## src/rtl/fd_hazard_ctrl_pkg.sv

```systemverilog
// Shared constants, state encoding and control-word type for the front-end
// hazard controller of the 5-stage 16-bit core.
package fd_hazard_ctrl_pkg;

    localparam int PC_W       = 16;
    localparam int REG_ADDR_W = 3;
    localparam int PERF_W     = 16;

    typedef enum logic [1:0] {
        ST_BOOT   = 2'd0,
        ST_RUN    = 2'd1,
        ST_FLUSH2 = 2'd2,
        ST_HALT   = 2'd3
    } fd_state_t;

    typedef struct packed {
        logic pc_we;
        logic pc_sel;
        logic fd_we;
        logic fd_flush;
        logic fd_flush_second;
        logic de_bubble;
    } fd_ctrl_t;

    localparam fd_ctrl_t CTRL_IDLE = '{
        pc_we: 1'b0, pc_sel: 1'b0, fd_we: 1'b0,
        fd_flush: 1'b0, fd_flush_second: 1'b0, de_bubble: 1'b0
    };

    localparam fd_ctrl_t CTRL_BOOT = '{
        pc_we: 1'b1, pc_sel: 1'b0, fd_we: 1'b1,
        fd_flush: 1'b1, fd_flush_second: 1'b0, de_bubble: 1'b1
    };

    localparam fd_ctrl_t CTRL_REDIRECT = '{
        pc_we: 1'b1, pc_sel: 1'b1, fd_we: 1'b1,
        fd_flush: 1'b1, fd_flush_second: 1'b0, de_bubble: 1'b1
    };

    localparam fd_ctrl_t CTRL_LOAD_USE = '{
        pc_we: 1'b0, pc_sel: 1'b0, fd_we: 1'b0,
        fd_flush: 1'b0, fd_flush_second: 1'b0, de_bubble: 1'b1
    };

    // Shared by halt-in-ID and imem stall: hold PC, push a NOP into F/D.
    localparam fd_ctrl_t CTRL_FETCH_NOP = '{
        pc_we: 1'b0, pc_sel: 1'b0, fd_we: 1'b1,
        fd_flush: 1'b1, fd_flush_second: 1'b0, de_bubble: 1'b0
    };

    localparam fd_ctrl_t CTRL_NORMAL = '{
        pc_we: 1'b1, pc_sel: 1'b0, fd_we: 1'b1,
        fd_flush: 1'b0, fd_flush_second: 1'b0, de_bubble: 1'b0
    };

    localparam fd_ctrl_t CTRL_SECOND = '{
        pc_we: 1'b1, pc_sel: 1'b0, fd_we: 1'b1,
        fd_flush: 1'b0, fd_flush_second: 1'b1, de_bubble: 1'b0
    };

    localparam fd_ctrl_t CTRL_HALTED = '{
        pc_we: 1'b0, pc_sel: 1'b0, fd_we: 1'b0,
        fd_flush: 1'b0, fd_flush_second: 1'b0, de_bubble: 1'b1
    };

    function automatic logic load_use_hazard(
        input logic                  ex_is_load,
        input logic [REG_ADDR_W-1:0] ex_rd,
        input logic                  rs_valid,
        input logic [REG_ADDR_W-1:0] rs,
        input logic                  rt_valid,
        input logic [REG_ADDR_W-1:0] rt
    );
        return ex_is_load && ((rs_valid && (rs == ex_rd)) ||
                              (rt_valid && (rt == ex_rd)));
    endfunction

endpackage

```

## src/rtl/fd_hazard_ctrl_if.sv

```systemverilog
// Hazard inputs from ID/EX/MEM and fetch-side control outputs of the
// front-end controller; the controller side uses the slave modport.
interface fd_hazard_ctrl_if;
    import fd_hazard_ctrl_pkg::*;

    logic                  imem_stall;
    logic                  dmem_stall;
    logic                  ex_redirect;
    logic                  ex_is_load;
    logic [REG_ADDR_W-1:0] ex_rd;
    logic                  id_rs_valid;
    logic                  id_rt_valid;
    logic [REG_ADDR_W-1:0] id_rs;
    logic [REG_ADDR_W-1:0] id_rt;
    logic                  id_halt;

    logic                  pc_we;
    logic                  pc_sel;
    logic                  fd_we;
    logic                  fd_flush;
    logic                  fd_flush_second;
    logic                  de_bubble;
    logic [PERF_W-1:0]     stall_cnt;
    logic [PERF_W-1:0]     flush_cnt;

    modport master (
        output imem_stall, dmem_stall, ex_redirect, ex_is_load, ex_rd,
               id_rs_valid, id_rt_valid, id_rs, id_rt, id_halt,
        input  pc_we, pc_sel, fd_we, fd_flush, fd_flush_second, de_bubble,
               stall_cnt, flush_cnt
    );

    modport slave (
        input  imem_stall, dmem_stall, ex_redirect, ex_is_load, ex_rd,
               id_rs_valid, id_rt_valid, id_rs, id_rt, id_halt,
        output pc_we, pc_sel, fd_we, fd_flush, fd_flush_second, de_bubble,
               stall_cnt, flush_cnt
    );

endinterface

```

## src/rtl/fd_hazard_ctrl_sat_counter.sv

```systemverilog
// Saturating up-counter used for the front-end performance counters;
// sticks at all-ones instead of wrapping.
module sat_counter #(
    parameter int WIDTH = 16
) (
    input  logic             clk,
    input  logic             rst_n,
    input  logic             inc,
    output logic [WIDTH-1:0] count
);

    logic [WIDTH-1:0] count_q;
    logic [WIDTH-1:0] count_d;

    always_comb begin
        count_d = count_q;
        if (inc && (count_q != {WIDTH{1'b1}})) begin
            count_d = count_q + WIDTH'(1);
        end
    end

    always_ff @(posedge clk or negedge rst_n) begin
        if (!rst_n) begin
            count_q <= '0;
        end else begin
            count_q <= count_d;
        end
    end

    assign count = count_q;

endmodule

```

## src/rtl/fd_hazard_ctrl.sv

```systemverilog
// Front-end pipeline controller: resolves memory stalls, EX redirects,
// load-use hazards and halt into PC/F-D/D-X control, plus perf counters.
module fd_hazard_ctrl
    import fd_hazard_ctrl_pkg::*;
(
    input  logic             clk,
    input  logic             rst_n,
    fd_hazard_ctrl_if.slave  bus
);

    fd_state_t state_q;
    fd_state_t state_d;
    fd_ctrl_t  ctrl;
    logic      hazard;
    logic      stall_inc;
    logic      flush_inc;

    assign hazard = load_use_hazard(bus.ex_is_load, bus.ex_rd,
                                    bus.id_rs_valid, bus.id_rs,
                                    bus.id_rt_valid, bus.id_rt);

    // Outputs are a pure function of state and this cycle's hazard inputs.
    always_comb begin
        ctrl      = CTRL_IDLE;
        state_d   = state_q;
        flush_inc = 1'b0;
        case (state_q)
            ST_BOOT: begin
                ctrl    = CTRL_BOOT;
                state_d = ST_RUN;
            end
            ST_RUN: begin
                if (bus.dmem_stall) begin
                    ctrl = CTRL_IDLE;
                end else if (bus.ex_redirect) begin
                    ctrl      = CTRL_REDIRECT;
                    state_d   = ST_FLUSH2;
                    flush_inc = 1'b1;
                end else if (hazard) begin
                    ctrl = CTRL_LOAD_USE;
                end else if (bus.id_halt) begin
                    ctrl    = CTRL_FETCH_NOP;
                    state_d = ST_HALT;
                end else if (bus.imem_stall) begin
                    ctrl = CTRL_FETCH_NOP;
                end else begin
                    ctrl = CTRL_NORMAL;
                end
            end
            ST_FLUSH2: begin
                // A frozen FLUSH2 keeps the second flush pending until memory frees up.
                if (bus.dmem_stall) begin
                    ctrl = CTRL_IDLE;
                end else if (bus.ex_redirect) begin
                    ctrl      = CTRL_REDIRECT;
                    flush_inc = 1'b1;
                end else begin
                    ctrl    = CTRL_SECOND;
                    state_d = ST_RUN;
                end
            end
            ST_HALT: begin
                ctrl = CTRL_HALTED;
            end
        endcase
    end

    assign stall_inc = (state_q == ST_RUN) && !ctrl.pc_we;

    always_ff @(posedge clk or negedge rst_n) begin
        if (!rst_n) begin
            state_q <= ST_BOOT;
        end else begin
            state_q <= state_d;
        end
    end

    sat_counter #(.WIDTH(PERF_W)) u_stall_cnt (
        .clk   (clk),
        .rst_n (rst_n),
        .inc   (stall_inc),
        .count (bus.stall_cnt)
    );

    sat_counter #(.WIDTH(PERF_W)) u_flush_cnt (
        .clk   (clk),
        .rst_n (rst_n),
        .inc   (flush_inc),
        .count (bus.flush_cnt)
    );

    assign bus.pc_we           = ctrl.pc_we;
    assign bus.pc_sel          = ctrl.pc_sel;
    assign bus.fd_we           = ctrl.fd_we;
    assign bus.fd_flush        = ctrl.fd_flush;
    assign bus.fd_flush_second = ctrl.fd_flush_second;
    assign bus.de_bubble       = ctrl.de_bubble;

endmodule

```

## src/flat_wrapper.sv

```systemverilog
// flat-port wrapper written by rule: the top's interface ports become plain ports
module fd_hazard_ctrl_flat import fd_hazard_ctrl_pkg::*;
  (clk, rst_n, bus_imem_stall, bus_dmem_stall, bus_ex_redirect, bus_ex_is_load, bus_ex_rd, bus_id_rs_valid, bus_id_rt_valid, bus_id_rs, bus_id_rt, bus_id_halt, bus_pc_we, bus_pc_sel, bus_fd_we, bus_fd_flush, bus_fd_flush_second, bus_de_bubble, bus_stall_cnt, bus_flush_cnt);
  fd_hazard_ctrl_if bus_i ();
  input  logic clk;
  input  logic rst_n;
  input wire logic [$bits(bus_i.imem_stall)-1:0] bus_imem_stall;
  input wire logic [$bits(bus_i.dmem_stall)-1:0] bus_dmem_stall;
  input wire logic [$bits(bus_i.ex_redirect)-1:0] bus_ex_redirect;
  input wire logic [$bits(bus_i.ex_is_load)-1:0] bus_ex_is_load;
  input wire logic [$bits(bus_i.ex_rd)-1:0] bus_ex_rd;
  input wire logic [$bits(bus_i.id_rs_valid)-1:0] bus_id_rs_valid;
  input wire logic [$bits(bus_i.id_rt_valid)-1:0] bus_id_rt_valid;
  input wire logic [$bits(bus_i.id_rs)-1:0] bus_id_rs;
  input wire logic [$bits(bus_i.id_rt)-1:0] bus_id_rt;
  input wire logic [$bits(bus_i.id_halt)-1:0] bus_id_halt;
  output wire logic [$bits(bus_i.pc_we)-1:0] bus_pc_we;
  output wire logic [$bits(bus_i.pc_sel)-1:0] bus_pc_sel;
  output wire logic [$bits(bus_i.fd_we)-1:0] bus_fd_we;
  output wire logic [$bits(bus_i.fd_flush)-1:0] bus_fd_flush;
  output wire logic [$bits(bus_i.fd_flush_second)-1:0] bus_fd_flush_second;
  output wire logic [$bits(bus_i.de_bubble)-1:0] bus_de_bubble;
  output wire logic [$bits(bus_i.stall_cnt)-1:0] bus_stall_cnt;
  output wire logic [$bits(bus_i.flush_cnt)-1:0] bus_flush_cnt;
  assign bus_i.imem_stall = bus_imem_stall;
  assign bus_i.dmem_stall = bus_dmem_stall;
  assign bus_i.ex_redirect = bus_ex_redirect;
  assign bus_i.ex_is_load = bus_ex_is_load;
  assign bus_i.ex_rd = bus_ex_rd;
  assign bus_i.id_rs_valid = bus_id_rs_valid;
  assign bus_i.id_rt_valid = bus_id_rt_valid;
  assign bus_i.id_rs = bus_id_rs;
  assign bus_i.id_rt = bus_id_rt;
  assign bus_i.id_halt = bus_id_halt;
  assign bus_pc_we = bus_i.pc_we;
  assign bus_pc_sel = bus_i.pc_sel;
  assign bus_fd_we = bus_i.fd_we;
  assign bus_fd_flush = bus_i.fd_flush;
  assign bus_fd_flush_second = bus_i.fd_flush_second;
  assign bus_de_bubble = bus_i.de_bubble;
  assign bus_stall_cnt = bus_i.stall_cnt;
  assign bus_flush_cnt = bus_i.flush_cnt;
  fd_hazard_ctrl u_core (.clk(clk), .rst_n(rst_n), .bus(bus_i));
endmodule
```

## config.mk

```make
export PLATFORM = sky130hd
export DESIGN_NAME = fd_hazard_ctrl_flat
export DESIGN_NICKNAME = d
export VERILOG_FILES = /design/src/rtl/fd_hazard_ctrl_pkg.sv /design/src/rtl/fd_hazard_ctrl_if.sv /design/src/rtl/fd_hazard_ctrl_sat_counter.sv /design/src/rtl/fd_hazard_ctrl.sv /design/src/flat_wrapper.sv
export SDC_FILE = /design/constraint.sdc
export NUM_CORES = 1
export LEC_CHECK = 0
export ABC_AREA = 0
export BUFFER_PORTS_ARGS = -buffer_cell sky130_fd_sc_hd__buf_2
export CORE_MARGIN = 3
export CORE_UTILIZATION = 28
export DETAILED_ROUTE_END_ITERATION = 12
export PLACE_DENSITY_LB_ADDON = 0.25
export SKIP_CTS_REPAIR_TIMING = 1
export SYNTH_ARGS = -nofsm -noshare
export SYNTH_HDL_FRONTEND = slang
export SYNTH_SLANG_ARGS = --single-unit
```

## constraint.sdc

```tcl
create_clock -name clk -period 2.19 [get_ports clk]
set_input_delay 0.1095 -clock clk [delete_from_list [all_inputs] [get_ports clk]]
set_output_delay 0.1095 -clock clk [all_outputs]
set_load 0.01 [all_outputs]
```

==> results of run 1 <==
[worst max-delay path, stage by stage (launching register included)]
cell and delay (ns):
dfrtp_1 0.39, inv_1 0.09, ha_1 0.23, buf_4 0.16, a31oi_1 0.18, or3b_2 0.46
buf_2 0.15
[routing by layer]
metal	global-route usage (%)	wire [um]	vias up
met5	0	0	-
met4	4.40	80	0
met3	3.90	366	7
met2	16.6	2000	46
met1	15.5	2260	791
li1	-	-	840
[worst paths after layout]
check | end | from | cells past startpoint | slack, ns
max in group asynchronous | u_core.u_flush_cnt.count[15]$_DFFE_PN0P_ | rst_n | 2 | 1.24
setup / recovery | bus_de_bubble | u_core.state_q[0]$_DFFE_PN0P_ | 6 | 0.14
hold / removal | u_core.state_q[1]$_DFFE_PN0P_ | bus_id_halt | 3 | 0.14
hold reg to reg | u_core.u_stall_cnt.count[11]$_DFFE_PN0P_ | u_core.u_stall_cnt.count[11]$_DFFE_PN0P_ | 1 | 0.51
setup reg to reg | u_core.u_stall_cnt.count[6]$_DFFE_PN0P_ | u_core.state_q[1]$_DFFE_PN0P_ | 7 | 0.18
min in group asynchronous | u_core.u_stall_cnt.count[9]$_DFFE_PN0P_ | rst_n | 2 | 0.44
[through the flow]
| stage | TNS [ns] | setup slack [ns] | cell area (sq um) | util (%) |
|---|---|---|---|---|
| finish | 0 | 0.139 | 2620 | 35.9 |
| global route | -0.00404 | -0.00404 | 2620 | 35.9 |
| CTS | 0 | 0.0893 | 2600 | 35.7 |
| detailed placement | 0 | 0.163 | 2520 | 34.5 |
| global placement | 0 | 0.180 | 2520 | 34.5 |
| floorplan | 0 | 0.277 | 2110 | - |
[sequential cells by signal, summed over array words and instances (netlist names)]
register                  flops
u_core.u_flush_cnt.count     16
u_core.state_q                2
u_core.u_stall_cnt.count     16
[cell families (layout without fill, tap and decap cells)]
family	count (synthesis)	count (layout)	share of synthesized area, %
xor gates and xnor gates	31	31	12.9
muxes	7	7	3.80
DFF	34	34	40.3
adders and majority gates	7	7	4.15
AOI/OAI and AO/OA	35	35	14.5
and+or+nand+nor	70	70	21.4
buffers and inverters	11	76	2.91
[layout make-up]
type | count | area (sq um)
sequential | 34 | 851
tap | 99 | 124
clock buffer | 6 | 82.6
multi-input combinational | 150 | 1200
inverter | 7 | 26.3
fill | 780 | 4670
timing repair buffer | 63 | 338
[synth_stat cells, types with 6 or more instances]
| master | n | share of area, % |
|---|---|---|
| dfrtp_1 | 34 | 40 |
| xnor2_1 | 23 | 9.5 |
| nor2_1 | 16 | 2.8 |
| nand2_1 | 13 | 2.3 |
| a21oi_1 | 8 | 1.9 |
| xor2_1 | 8 | 3.3 |
| ha_1 | 7 | 4.2 |
| inv_1 | 7 | 1.2 |
| o211ai_2 | 6 | 3.6 |
[where the power goes]
group	internal (uW)	total (uW)	leakage [uW]	switching (uW)
Sequential	744	894	0.000453	150
Combinational	420	918	0.000776	497
Clock	242	463	0.0000431	221
==> impl_metrics.tcl, run 1 <==
set metrics [dict create \
    worst_slew_pin_slew_ns 0.793 \
    hold_viol_final 0 \
    cp.required_ns 2.08 \
    h-tree-depth 2 \
    crit_type "reg -> out" \
    drt_iter0_markers 59 \
    synthArstFlopShare_pct 100 \
    place_congestion 0.806 \
    fmax_mhz 488 \
    diodes 0 \
    ios 56 \
    overflow 0 \
    start_util_pct 28.9 \
    grt_max_degree 35 \
    maxCapViolCount 0 \
    hpwl_um 3630 \
    critPathLaunchType "flip-flop" \
    syn_area_sq_mm 0.00211 \
    yosysUniqueCellTypes 49 \
    slew_viol_final 0 \
    drtAntennaViolNets 0 \
    synth_seq_area_share_pct 40.3 \
    final_common_cell "buf_2" \
    min_period_ns 2.05 \
    endpoint_kind "output pin" \
    grt.total_usage_pct 11.4 \
    coreArea_sq_mm 0.00729 \
    synth-seq-cells 34 \
    clock_path_buffers 2 \
    fin_cells 359 \
    synth_ff_type "dfrtp_1" \
    grt_pass1_wl_um 7830 \
    finClkSkew_ns 0.00609 \
    area_growth_pct 24.1 \
    grt_antenna_before_repair 0 \
    post-route-period-util_pct 93.6 \
    postSynthCellCount 195 \
    drive_above_1_share_pct 37.3 \
    whs_ns 0.135 \
    p_per_area_mw_per_mm2 869 \
    firstDrtPassIters 4 \
    worstSkewPairLatency_ns 0.29 \
    p_leak_uw 0.00127 \
    routed_wl_um 4710 \
    wl_per_cell_um 13.1 \
    crit_arrival_ns 1.94 \
    cts_made_buffers 5 \
    clk_pin_slew_ns 0.07 \
    status "completed" \
    hold_path_class "in -> reg" \
    drc_errors 0 \
    cts.sinks 34 \
    first_global_vias 1622 \
    max-vdd-ir-drop_v 0.000341 \
    cts_tree "yes" \
    die_y_um 92.8 \
    setup_violations 0 \
    vias 1684 \
    crit_fanout 5 \
    vias_per_cell 4.69 \
    power.total_uw 2280 \
    ys_warn_count 0 \
    synth_edf_count 0 \
    cts_root_buf "clkbuf_8" \
    fp-row-count 31 \
    numPortBuffers 55 \
    syn_avg_cell_area_sq_um 10.8 \
    slew-limit-headroom_pct 47.1 \
    die_w_um 92.8 \
    final_cell_mix "buf_2, dfrtp_1, xnor2_1, nor2_1, nand2_1" \
    dp.cells 351 \
    die_area_sq_mm 0.00861 \
    nNetsFinal 286 \
    synthesis.nets 220 \
]
Power figures use the tool's default switching activity.
==> run 2, diff against run 1 <==
BUFFER_PORTS_ARGS = default   (was -buffer_cell sky130_fd_sc_hd__buf_2)
DONT_BUFFER_PORTS = 1   (was default)
==> impl_metrics.tcl, run 2 (synthesis gave the netlist of run 1 again) <==
set metrics [dict create \
    final_cell_mix "dfrtp_1, xnor2_1, nor2_1, nand2_1" \
    setup_violations 0 \
    ios 56 \
    h-tree-depth 2 \
    hold_path_class "in -> reg" \
    setup_ws_ns 0.167 \
    diodes 0 \
    worstSkewPairLatency_ns 0.28 \
    hold_viol_final 0 \
    worst_slew_pin_slew_ns 0.564 \
    crit_fanout 15 \
    routed_wl_um 4710 \
    p_per_area_mw_per_mm2 915 \
    firstDrtPassIters 4 \
    die_y_um 92.8 \
    fp-row-count 31 \
    hpwl_um 3510 \
    area_growth_pct 12.8 \
    cts_root_buf "clkbuf_8" \
    coreArea_sq_mm 0.00729 \
    min_period_ns 2.02 \
    reg2regPathDepth 7 \
    setup_tns_ns 0 \
    slew-limit-headroom_pct 62.0 \
    grt_max_degree 35 \
    endpoint_kind "flip-flop" \
    start_util_pct 28.9 \
    grt_setup_unrepaired "false" \
    min_from "bus_ex_redirect" \
    wl_per_cell_um 15.4 \
    cts_made_buffers 5 \
    cts.sinks 34 \
    overflow 0 \
    drt_iter0_markers 24 \
    vias_per_cell 4.98 \
    vias 1529 \
    p_leak_uw 0.00102 \
    max-vdd-ir-drop_v 0.000240 \
    critPathLaunchType "flip-flop" \
    cp-startpoint "u_core.state_q[0]$_DFFE_PN0P_" \
    status "completed" \
    drtAntennaViolNets 0 \
    r2r-start "u_core.state_q[0]$_DFFE_PN0P_" \
    drive_above_1_share_pct 21.2 \
    grt_use_met3_pct 5.36 \
    post-place-ws_ns 0.134 \
    final_common_cell "dfrtp_1" \
    place_congestion 0.706 \
    first_global_vias 1576 \
    fin_cells 307 \
    min_path_cells 2 \
    grt_antenna_before_repair 0 \
    post-route-period-util_pct 92.4 \
    fmax_mhz 494 \
    crit_arrival_ns 2.19 \
    die_area_sq_mm 0.00861 \
    grt_use_met2_pct 17.7 \
    grt.total_usage_pct 11.4 \
    grt_pass1_wl_um 7920 \
    met1_usage_pct 13.7 \
    die_w_um 92.8 \
    finClkSkew_ns 0.00245 \
    maxCapViolCount 0 \
    cp.required_ns 2.36 \
    cts_tree "yes" \
    globalRoute.busiestLayer "met2" \
    clk_pin_slew_ns 0.07 \
    crit_type "reg -> reg" \
    drc_errors 0 \
    slew_viol_final 0 \
    nNetsFinal 233 \
    numPortBuffers 0 \
    clock_path_buffers 2 \
    dp.cells 298 \
]
## run 2: per-stage QoR
stage	util (%)	instance area (sq um)	hold slack [ns]	total power [uW]
final	32.6	2380	0.0107	2180
after global routing	32.6	2380	0.00902	2350
after detailed placement	31.1	2270	-0.185	1740
after CTS	32.2	2350	-0.493	2190
after global placement	31.1	2270	-0.185	1730
after floorplan	-	2110	-0.186	1480
## run 2: worst paths after layout
path                                                       endpoint  slack (ns)
max in group asynchronous   u_core.u_flush_cnt.count[2]$_DFFE_PN0P_        1.73
setup / recovery           u_core.u_stall_cnt.count[14]$_DFFE_PN0P_        0.17
hold reg to reg            u_core.u_flush_cnt.count[10]$_DFFE_PN0P_        0.56
setup reg to reg           u_core.u_stall_cnt.count[14]$_DFFE_PN0P_        0.17
hold / removal                        u_core.state_q[1]$_DFFE_PN0P_        0.01
min in group asynchronous  u_core.u_stall_cnt.count[10]$_DFFE_PN0P_        0.27
## run 2: layout make-up
class	instances	area (sq um)
fill	777	4910
multi-input combinational	150	1200
sequential	34	851
tap	99	124
timing repair buffer	10	103
clock buffer	7	76.3
inverter	7	26.3
## run 2: power breakdown
group,internal (uW),switching (uW)
logic,367,421
registers,743,207
clock network,219,219
## run 2: layer usage
metal	part of all wire, %	wire [um]
met1	43	2030
met2	44	2070
met3	11	538
met4	1.6	75
met5	0	0
## run 2: critical path: stages, from the launching register on
cell and delay [ns]:
dfrtp_1 0.43, inv_1 0.12, ha_1 0.29, nand2b_1 0.10, and4b_1 0.20, o21a_4 0.19, o2111ai_1 0.24, mux2_1 0.34
